===== src/rtl/divider_pkg.sv =====
// Shared ALU definitions: datapath width, divider FSM encoding and flag slot indices.
// The multiplier uses the same flag indices.
package divider_pkg;

   localparam int unsigned WIDTH = 32;

   typedef enum logic [1:0] {
      StIdle = 2'd0,
      StCalc = 2'd1,
      StFix  = 2'd2
   } state_e;

   localparam int unsigned FlagNeg  = 3;
   localparam int unsigned FlagZero = 2;
   localparam int unsigned FlagDiv0 = 1;
   localparam int unsigned FlagOvf  = 0;

endpackage


===== src/rtl/divider_step.sv =====
// One radix-2 restoring division iteration: shift in the next dividend bit and
// trial-subtract the divisor magnitude.
module divider_step #(
   parameter int unsigned WIDTH = 32
) (
   input  logic [WIDTH:0]   rem,
   input  logic             din,
   input  logic [WIDTH-1:0] dvs,
   output logic [WIDTH:0]   rem_next,
   output logic             qbit
);

   logic [WIDTH+1:0] shifted;
   logic [WIDTH+1:0] diff;

   always_comb begin
      shifted = {rem, din};
      diff    = shifted - {2'b00, dvs};
      // A set top bit means the trial subtraction borrowed, so restore.
      qbit     = ~diff[WIDTH+1];
      rem_next = qbit ? diff[WIDTH:0] : shifted[WIDTH:0];
   end

endmodule


===== src/rtl/divider.sv =====
// Sequential signed divider: 32 restoring steps on magnitudes, then a sign fix-up
// cycle. Fixed latency of 34 cycles from an accepted start to done.
module divider #(
   parameter int unsigned WIDTH = divider_pkg::WIDTH
) (
   input  logic                    clk,
   input  logic                    rst,
   input  logic                    start,
   input  logic signed [WIDTH-1:0] In1,
   input  logic signed [WIDTH-1:0] In2,
   input  logic                    S,
   output logic                    busy,
   output logic                    done,
   output logic signed [WIDTH-1:0] Out,
   output logic signed [WIDTH-1:0] Rem,
   output logic [3:0]              Flags
);

   import divider_pkg::*;

   localparam int unsigned CntW = $clog2(WIDTH);

   state_e state_q, state_d;

   logic [CntW-1:0]  cnt_q;
   logic [WIDTH:0]   prem_q;
   logic [WIDTH-1:0] dvd_q;
   logic [WIDTH-1:0] dvs_q;
   logic [WIDTH-1:0] in1_q;
   logic             sgn1_q, sgn2_q, s_q;
   logic [WIDTH-1:0] out_q, rem_q;
   logic [3:0]       flags_q;
   logic             done_q;

   logic             load, step, fix;
   logic [WIDTH:0]   prem_next;
   logic             qbit;
   logic [WIDTH-1:0] quot_fix, rem_fix;
   logic [3:0]       flags_fix;
   logic             div0, ovf;

   divider_step #(
      .WIDTH(WIDTH)
   ) u_step (
      .rem      (prem_q),
      .din      (dvd_q[WIDTH-1]),
      .dvs      (dvs_q),
      .rem_next (prem_next),
      .qbit     (qbit)
   );

   always_ff @(posedge clk) begin
      if (rst) state_q <= StIdle;
      else     state_q <= state_d;
   end

   always_comb begin
      state_d = state_q;
      unique case (state_q)
         StIdle:  if (start) state_d = StCalc;
         StCalc:  if (cnt_q == CntW'(WIDTH - 1)) state_d = StFix;
         StFix:   state_d = StIdle;
         default: state_d = StIdle;
      endcase
   end

   always_comb begin
      busy = (state_q != StIdle);
      load = (state_q == StIdle) && start;
      step = (state_q == StCalc);
      fix  = (state_q == StFix);
      done = done_q;
   end

   // Sign fix-up; the quotient magnitude sits in dvd_q once all bits are shifted in.
   always_comb begin
      quot_fix = (sgn1_q ^ sgn2_q) ? -dvd_q : dvd_q;
      rem_fix  = sgn1_q ? -prem_q[WIDTH-1:0] : prem_q[WIDTH-1:0];
      div0     = (dvs_q == '0);
      ovf      = sgn1_q && sgn2_q && (dvs_q == WIDTH'(1)) &&
                 (in1_q == {1'b1, {(WIDTH-1){1'b0}}});
      if (div0) begin
         quot_fix = '1;
         rem_fix  = in1_q;
      end
      flags_fix = '0;
      if (s_q) begin
         flags_fix[FlagNeg]  = quot_fix[WIDTH-1];
         flags_fix[FlagZero] = (quot_fix == '0);
         flags_fix[FlagDiv0] = div0;
         flags_fix[FlagOvf]  = ovf;
      end
   end

   always_ff @(posedge clk) begin
      if (rst) begin
         cnt_q   <= '0;
         prem_q  <= '0;
         dvd_q   <= '0;
         dvs_q   <= '0;
         in1_q   <= '0;
         sgn1_q  <= 1'b0;
         sgn2_q  <= 1'b0;
         s_q     <= 1'b0;
         out_q   <= '0;
         rem_q   <= '0;
         flags_q <= '0;
         done_q  <= 1'b0;
      end else begin
         done_q <= fix;
         if (load) begin
            cnt_q  <= '0;
            prem_q <= '0;
            in1_q  <= In1;
            sgn1_q <= In1[WIDTH-1];
            sgn2_q <= In2[WIDTH-1];
            s_q    <= S;
            // Negating the most negative value yields 2^(WIDTH-1) as an unsigned magnitude.
            dvd_q  <= In1[WIDTH-1] ? -In1 : In1;
            dvs_q  <= In2[WIDTH-1] ? -In2 : In2;
         end else if (step) begin
            cnt_q  <= cnt_q + CntW'(1);
            prem_q <= prem_next;
            dvd_q  <= {dvd_q[WIDTH-2:0], qbit};
         end else if (fix) begin
            out_q   <= quot_fix;
            rem_q   <= rem_fix;
            flags_q <= flags_fix;
         end
      end
   end

   assign Out   = out_q;
   assign Rem   = rem_q;
   assign Flags = flags_q;

endmodule

===== config.mk =====
export PLATFORM = sky130hd
export DESIGN_NAME = divider
export DESIGN_NICKNAME = d
export VERILOG_FILES = /design/src/rtl/divider_pkg.sv /design/src/rtl/divider_step.sv /design/src/rtl/divider.sv
export SDC_FILE = /design/constraint.sdc
export NUM_CORES = 1
export LEC_CHECK = 0
export CAP_MARGIN = 0
export CORE_ASPECT_RATIO = 1.5
export CORE_MARGIN = 3
export CORE_UTILIZATION = 29
export DETAILED_ROUTE_END_ITERATION = 8
export MAX_ROUTING_LAYER = met4
export PLACE_DENSITY = 0.5
export SLEW_MARGIN = 25
export SYNTH_ARGS = -nofsm -noshare
export SYNTH_HDL_FRONTEND = slang
export SYNTH_SLANG_ARGS = --single-unit

===== constraint.sdc =====
create_clock -name clk -period 5.35 [get_ports clk]
set_clock_uncertainty 0.15 [all_clocks]
set_input_delay 1.07 -clock clk [delete_from_list [all_inputs] [get_ports clk]]
set_output_delay 1.07 -clock clk [all_outputs]
set_load 0.02 [all_outputs]

== After elaboration in Yosys (flattened, before gate mapping) ==
Index checks and enable logic that the tools add are counted.

* Add/sub/neg operators: 6
* Equality and inequality tests: 7
* Mux-type cells: 13
* Bitwise operators: 4
* Reduce and logical (&&, ||, !) cells: 12

{| class="wikitable"
|+ Operators by type and width
! operator !! count
|-
| $mux 32 || 8
|-
| $neg 32->32 || 4
|-
| $logic_not 32->1 || 2
|-
| $sub 34x32->34 || 1
|-
| $mux 33 || 1
|-
| $eq 32x1->1 const B || 1
|-
| $eq 32x32->1 const B || 1
|-
| $add 5x1->5 const B || 1
|-
| $eq 5x5->1 const B || 1
|-
| $logic_and 1x1->1 || 4
|-
| $mux 2 || 2
|-
| $mux 4 || 1
|-
| $pmux 2 s2 || 1
|-
| $reduce_bool 2->1 || 2
|-
| $not 1->1 || 3
|-
| $reduce_and 3->1 || 1
|-
| $eq 2x1->1 const B || 1
|-
| $eq 2x2->1 const B || 1
|-
| $logic_not 2->1 || 1
|-
| $ne 2x1->1 const B || 1
|-
| $ne 2x2->1 const B || 1
|-
| $reduce_and 2->1 || 1
|-
| $reduce_or 2->1 || 1
|-
| $xor 1x1->1 || 1
|}

* Bits in registers: 208
* Output and inout bits: 70
* Logic and storage cells: 55

== Longest topological paths before layout ==
* Depth after elaboration: 5
* Mapped depth: 14
* Mapped depth without buffers: 13

== Cells and area by module ==
Synthesis repeated with hierarchy kept, for this count alone.

* Cells, all modules: 1669
* Area total of the unflattened synthesis: 12834.8 um2

{| class="wikitable"
|+ Modules (own cells, without submodules)
! module !! instances !! cells each !! area an instance (um2)
|-
| divider || 1 || 1363 || 10621.4
|-
| divider_step || 1 || 306 || 2213.4
|}

== Worst setup path before layout ==
Ideal clock, no wire load.

* Path kind: input -> register
* Start point: in In2[4]
* End point: reg dvs_q[27]
* Data arrival time: 3.779 ns
* Slack: 1.335 ns
* Stages on the path: 9
* Buffers on the path: 0
* Path through: or4_1 > nor2_1 > nand3_1 > or4_1 > or4_1 > or3_1 > o31ai_1 > xor2_1 > a211oi_1

* Word-level cells in the longest chain between the ends: 2

{| class="wikitable"
|+ RTL lines
! element !! line !! RTL
|-
| start: declaration || divider.sv:10 || <nowiki>input logic signed [WIDTH-1:0] In2,</nowiki>
|-
| $neg 32->32 || divider.sv:120 || <nowiki>dvs_q <= In2[WIDTH-1] ? -In2 : In2;</nowiki>
|-
| $mux 32 || divider.sv:120 ||
|-
| end signal: assignment || divider.sv:120 ||
|-
| end: declaration || divider.sv:28 || <nowiki>logic [WIDTH-1:0] dvs_q;</nowiki>
|}

Every way passes these cells.
A chain may end at the register's enable or synchronous reset.

== Final worst setup path ==
Ends and elaborated chain as after synthesis.

==> metrics.md <==
| Metric | Value |
|---|---|
| Syn. warnings | 0 |
| F_max | 236 MHz |
| Setup violators final | 0 |
| Routed vias | 12100 |
| Hold path startpoint | Out[29]$_SDFFE_PP0P_ |
| Async SR Flop Fraction | 0% |
| Vias in the first global route | approximately 12000 |
| Worst r2r path cells | 12 |
| Mapped Area | 12700 µm² |
| Top_reg_cell synth | dfxtp_1 |
| RSZ-0062 raised after global routing | no |
| Crit Path Class | input port to register |
| Worst min-delay path class | register to register |
| CTS sink count | 207 |
| Rows | 93 |
| CTS Buf Count | 23 |
| Antenna violations before repair | 3 |
| Post-CTS setup buffer count | 0 |
| Post-synthesis mux area share | 1.92% |
| Setup slack, reg-to-reg | 1.15 ns |
| Global route overflow | 0 |
| Crit Reg-Reg Startpoint | prem_q[8]$_SDFFE_PP0P_ |
| PostCTS Resize Cnt | 0 |
| Netlist cell types | 72 |
| Rel. slew slack | 33.5% |
| Adder-Cell Fraction of Synth Area | 4.01% |
| Routed WL | around 41 mm |
| Clock period minus worst slack | 4.23 ns |
| CP startpoint | In2[4] |
| Crit-path max FO | 4 |
| Die span in y | 262 µm |
| Max-cap violations | 0 |
| Fin. max-slew vios | 0 |
| HPWL after detailed placement | 30.7 mm |
| Cells after Synth | 1675 |
| Chip width | 177 µm |
| Reg-to-Reg End | prem_q[1]$_SDFFE_PP0P_ |
| Via density | a little over 5 |
| Cell taking the most area after synthesis | dfxtp_1 |
| Synth Area in Compound Gates | between 20% and 30% |
| Fillers | 4649 |
| CP required | 5.57 ns |
| GRT met2 Usage | 32.8% |
| Final Hold Fails | 0 |
| Pin count of the biggest net entering global routing | approximately 90 |
| Post-synth EDFFs | 0 |
| Routed Antenna Nets | 0 |
| Drt pass-1 iters | 5 |
| Syn Nets | around 1800 |
| Die area | 46200 µm² |
| RePlAce Congestion | 0.858 |
| CTS max path bufs | 3 |
| Nets | 1850 |
| First-pass GRT wire length | 63.9 mm |
| Port buffer count | 137 |
| Count leader, synth | nand2_1 |
| Clk slew on worst S/H paths | ~0.06 ns |
| Fraction of layout cells with a size suffix above 1 | 4.38% |
| Yosys reg bits | 207 |
| Mean post-synth cell area | between 7 and 8 µm² |
| Hold path cells | 2 |
| Period utilization | 79.1% |
| Drt wl/cell | 17.5 µm |
| Initial Utilization | 29.4% |
| Core Area | approximately 43000 µm² |
| M1 GR Usage | a little under a fifth |
| Largest family of logic cells by synthesized area | compound AO/OA/AOI/OAI gates |
| Startpoint types | input port |
| Register area share after synthesis | 32.7% |
| Met3 usage | 1.91% |
| Xor/xnor share of the synthesized area | a little under a tenth |
| Status | finished, final reports clean |
| GRT busiest layer | met2 |
| Setup TNS | 0 ns |
| Worst-Margin Slew | 0.997 ns |
| PD cells | 301 nW/µm² |
| Total Power | 4580 µW |
| WHS | 0.303 ns |
| Lkg Pwr | approximately 0.0055 µW |
| DR iter-0 viols | about 640 |
| Crit path DAT | 4.45 ns |
| CTS tree | yes |
| DRC | 0 |
| Worst-Skew Late Latency | around 0.52 ns |
| GR Util All Layers | 17.6% |
| VDD IR max | 182 µV |
| Top cells by count, synth | 229 x nand2_1, 207 x dfxtp_1, 207 x nor2_1 |
| Yosys top cell area share | between 30 and 40% |
| CTS Hold Bufs | 0 |
| Fraction of the mapped netlist area in simple logic gates | 22.9% |
| Area growth, synth to finish | 20.0% |
| CP endpoint kind | register |
| Min-Delay Endpoint | Out[29]$_SDFFE_PP0P_ |
| Htree depth | 1 |
| Num ports | 138 |
| Top area cells in the synthesized netlist | dfxtp_1 33%, nand2_1 6.8%, nor2_1 6.1% |
| CTS root buffer | clkbuf_16 |
-- worst max-delay path by stage --
stage	to	slack, ns	depth (start not counted)
2_1_floorplan	dvs_q[27]$_SDFFE_PP0P_	1.34	9
3_3_place_gp	dvs_q[27]$_SDFFE_PP0P_	0.62	10
3_5_place_dp	dvs_q[27]$_SDFFE_PP0P_	0.61	10
4_1_cts	prem_q[0]$_SDFFE_PP0P_	1.13	12
5_1_grt	dvs_q[27]$_SDFFE_PP0P_	0.95	10
6_report	dvs_q[27]$_SDFFE_PP0P_	1.12	10
-- per-stage QoR --
step	area, µm²	instances	worst slack [ns]	util (%)
detailed placement	14500	2287	0.613	33.6
global placement	14500	2287	0.615	33.6
finish	15200	2330	1.12	35.3
CTS	15200	2326	1.13	35.3
global route	15200	2330	0.947	35.3
floorplan	12700	1675	1.34	-
-- cells by family after synthesis --
group | after synthesis
AO/OA/AOI/OAI | 470
multiplexers | 24
flip-flops | 207
AND/OR/NAND/NOR | 635
XOR/XNOR | 135
adder cells (fa/ha/maj) | 40
buffers and inverters | 164
-- worst max-delay path, cell delays in order --
cell and delay [ns]:
clkdlybuf4s50_1 0.45, or4_1 0.55, nor2_1 0.21, nand3_1 0.21
or4_1 0.55, or4_1 0.47, or3_1 0.39, o31ai_1 0.30
xor2_1 0.17, a211oi_1 0.08
-- sequential cells by signal, summed over array words and instances (netlist names) --
register	count
Flags	4
Out	32
Rem	32
cnt_q	5
done	1
dvd_q	32
dvs_q	32
in1_q	32
prem_q	33
s_q	1
sgn2_q	1
state_q	2
-- where the power goes --
part | total, µW | switching [µW] | internal [µW] | leakage [µW]
logic | 1290 | 756 | 535 | 0.00349
clock network | 1550 | 655 | 892 | 0.000346
registers | 1740 | 119 | 1620 | 0.00169
-- routing by layer --
metal	wire (µm)	vias up
li1	-	6142
met1	16000	5541
met2	21400	300
met3	1610	81
met4	1710	0
met5	0	-
-- final cells by class --
type / count / area, µm² / area share, %
Antenna cell: 4 / 10.0 / 0.0659
Clock buffer: 34 / 657 / 4.32
Clock inverter: 5 / 52.6 / 0.346
Inverter: 49 / 184 / 1.21
Multi-Input combinational cell: 1304 / 7920 / 52.1
Sequential cell: 207 / 4140 / 27.3
Tap cell: 570 / 713 / 4.69
Timing Repair Buffer: 157 / 1520 / 10.0
-- layout by cell type, fill, tap and decap left out, types with 10 or more instances in the layout --
cell type,count
and3_1,11
or4_1,21
a211oi_1,65
nand2_1,228
clkbuf_16,23
nor2_1,207
xor2_1,73
clkdlybuf4s50_1,136
dfxtp_1,207
nand4_1,17
nand3_1,24
buf_4,21
inv_1,49
a311oi_1,23
ha_1,39
mux2i_1,22
nand2b_1,11
o21ai_0,83
o22ai_1,17
a31oi_1,10
o31ai_1,32
a21o_1,18
nor4_1,25
o41ai_1,18
xnor2_1,61
nor3_1,41
a21oi_1,142
Power figures use the tool's default switching activity.
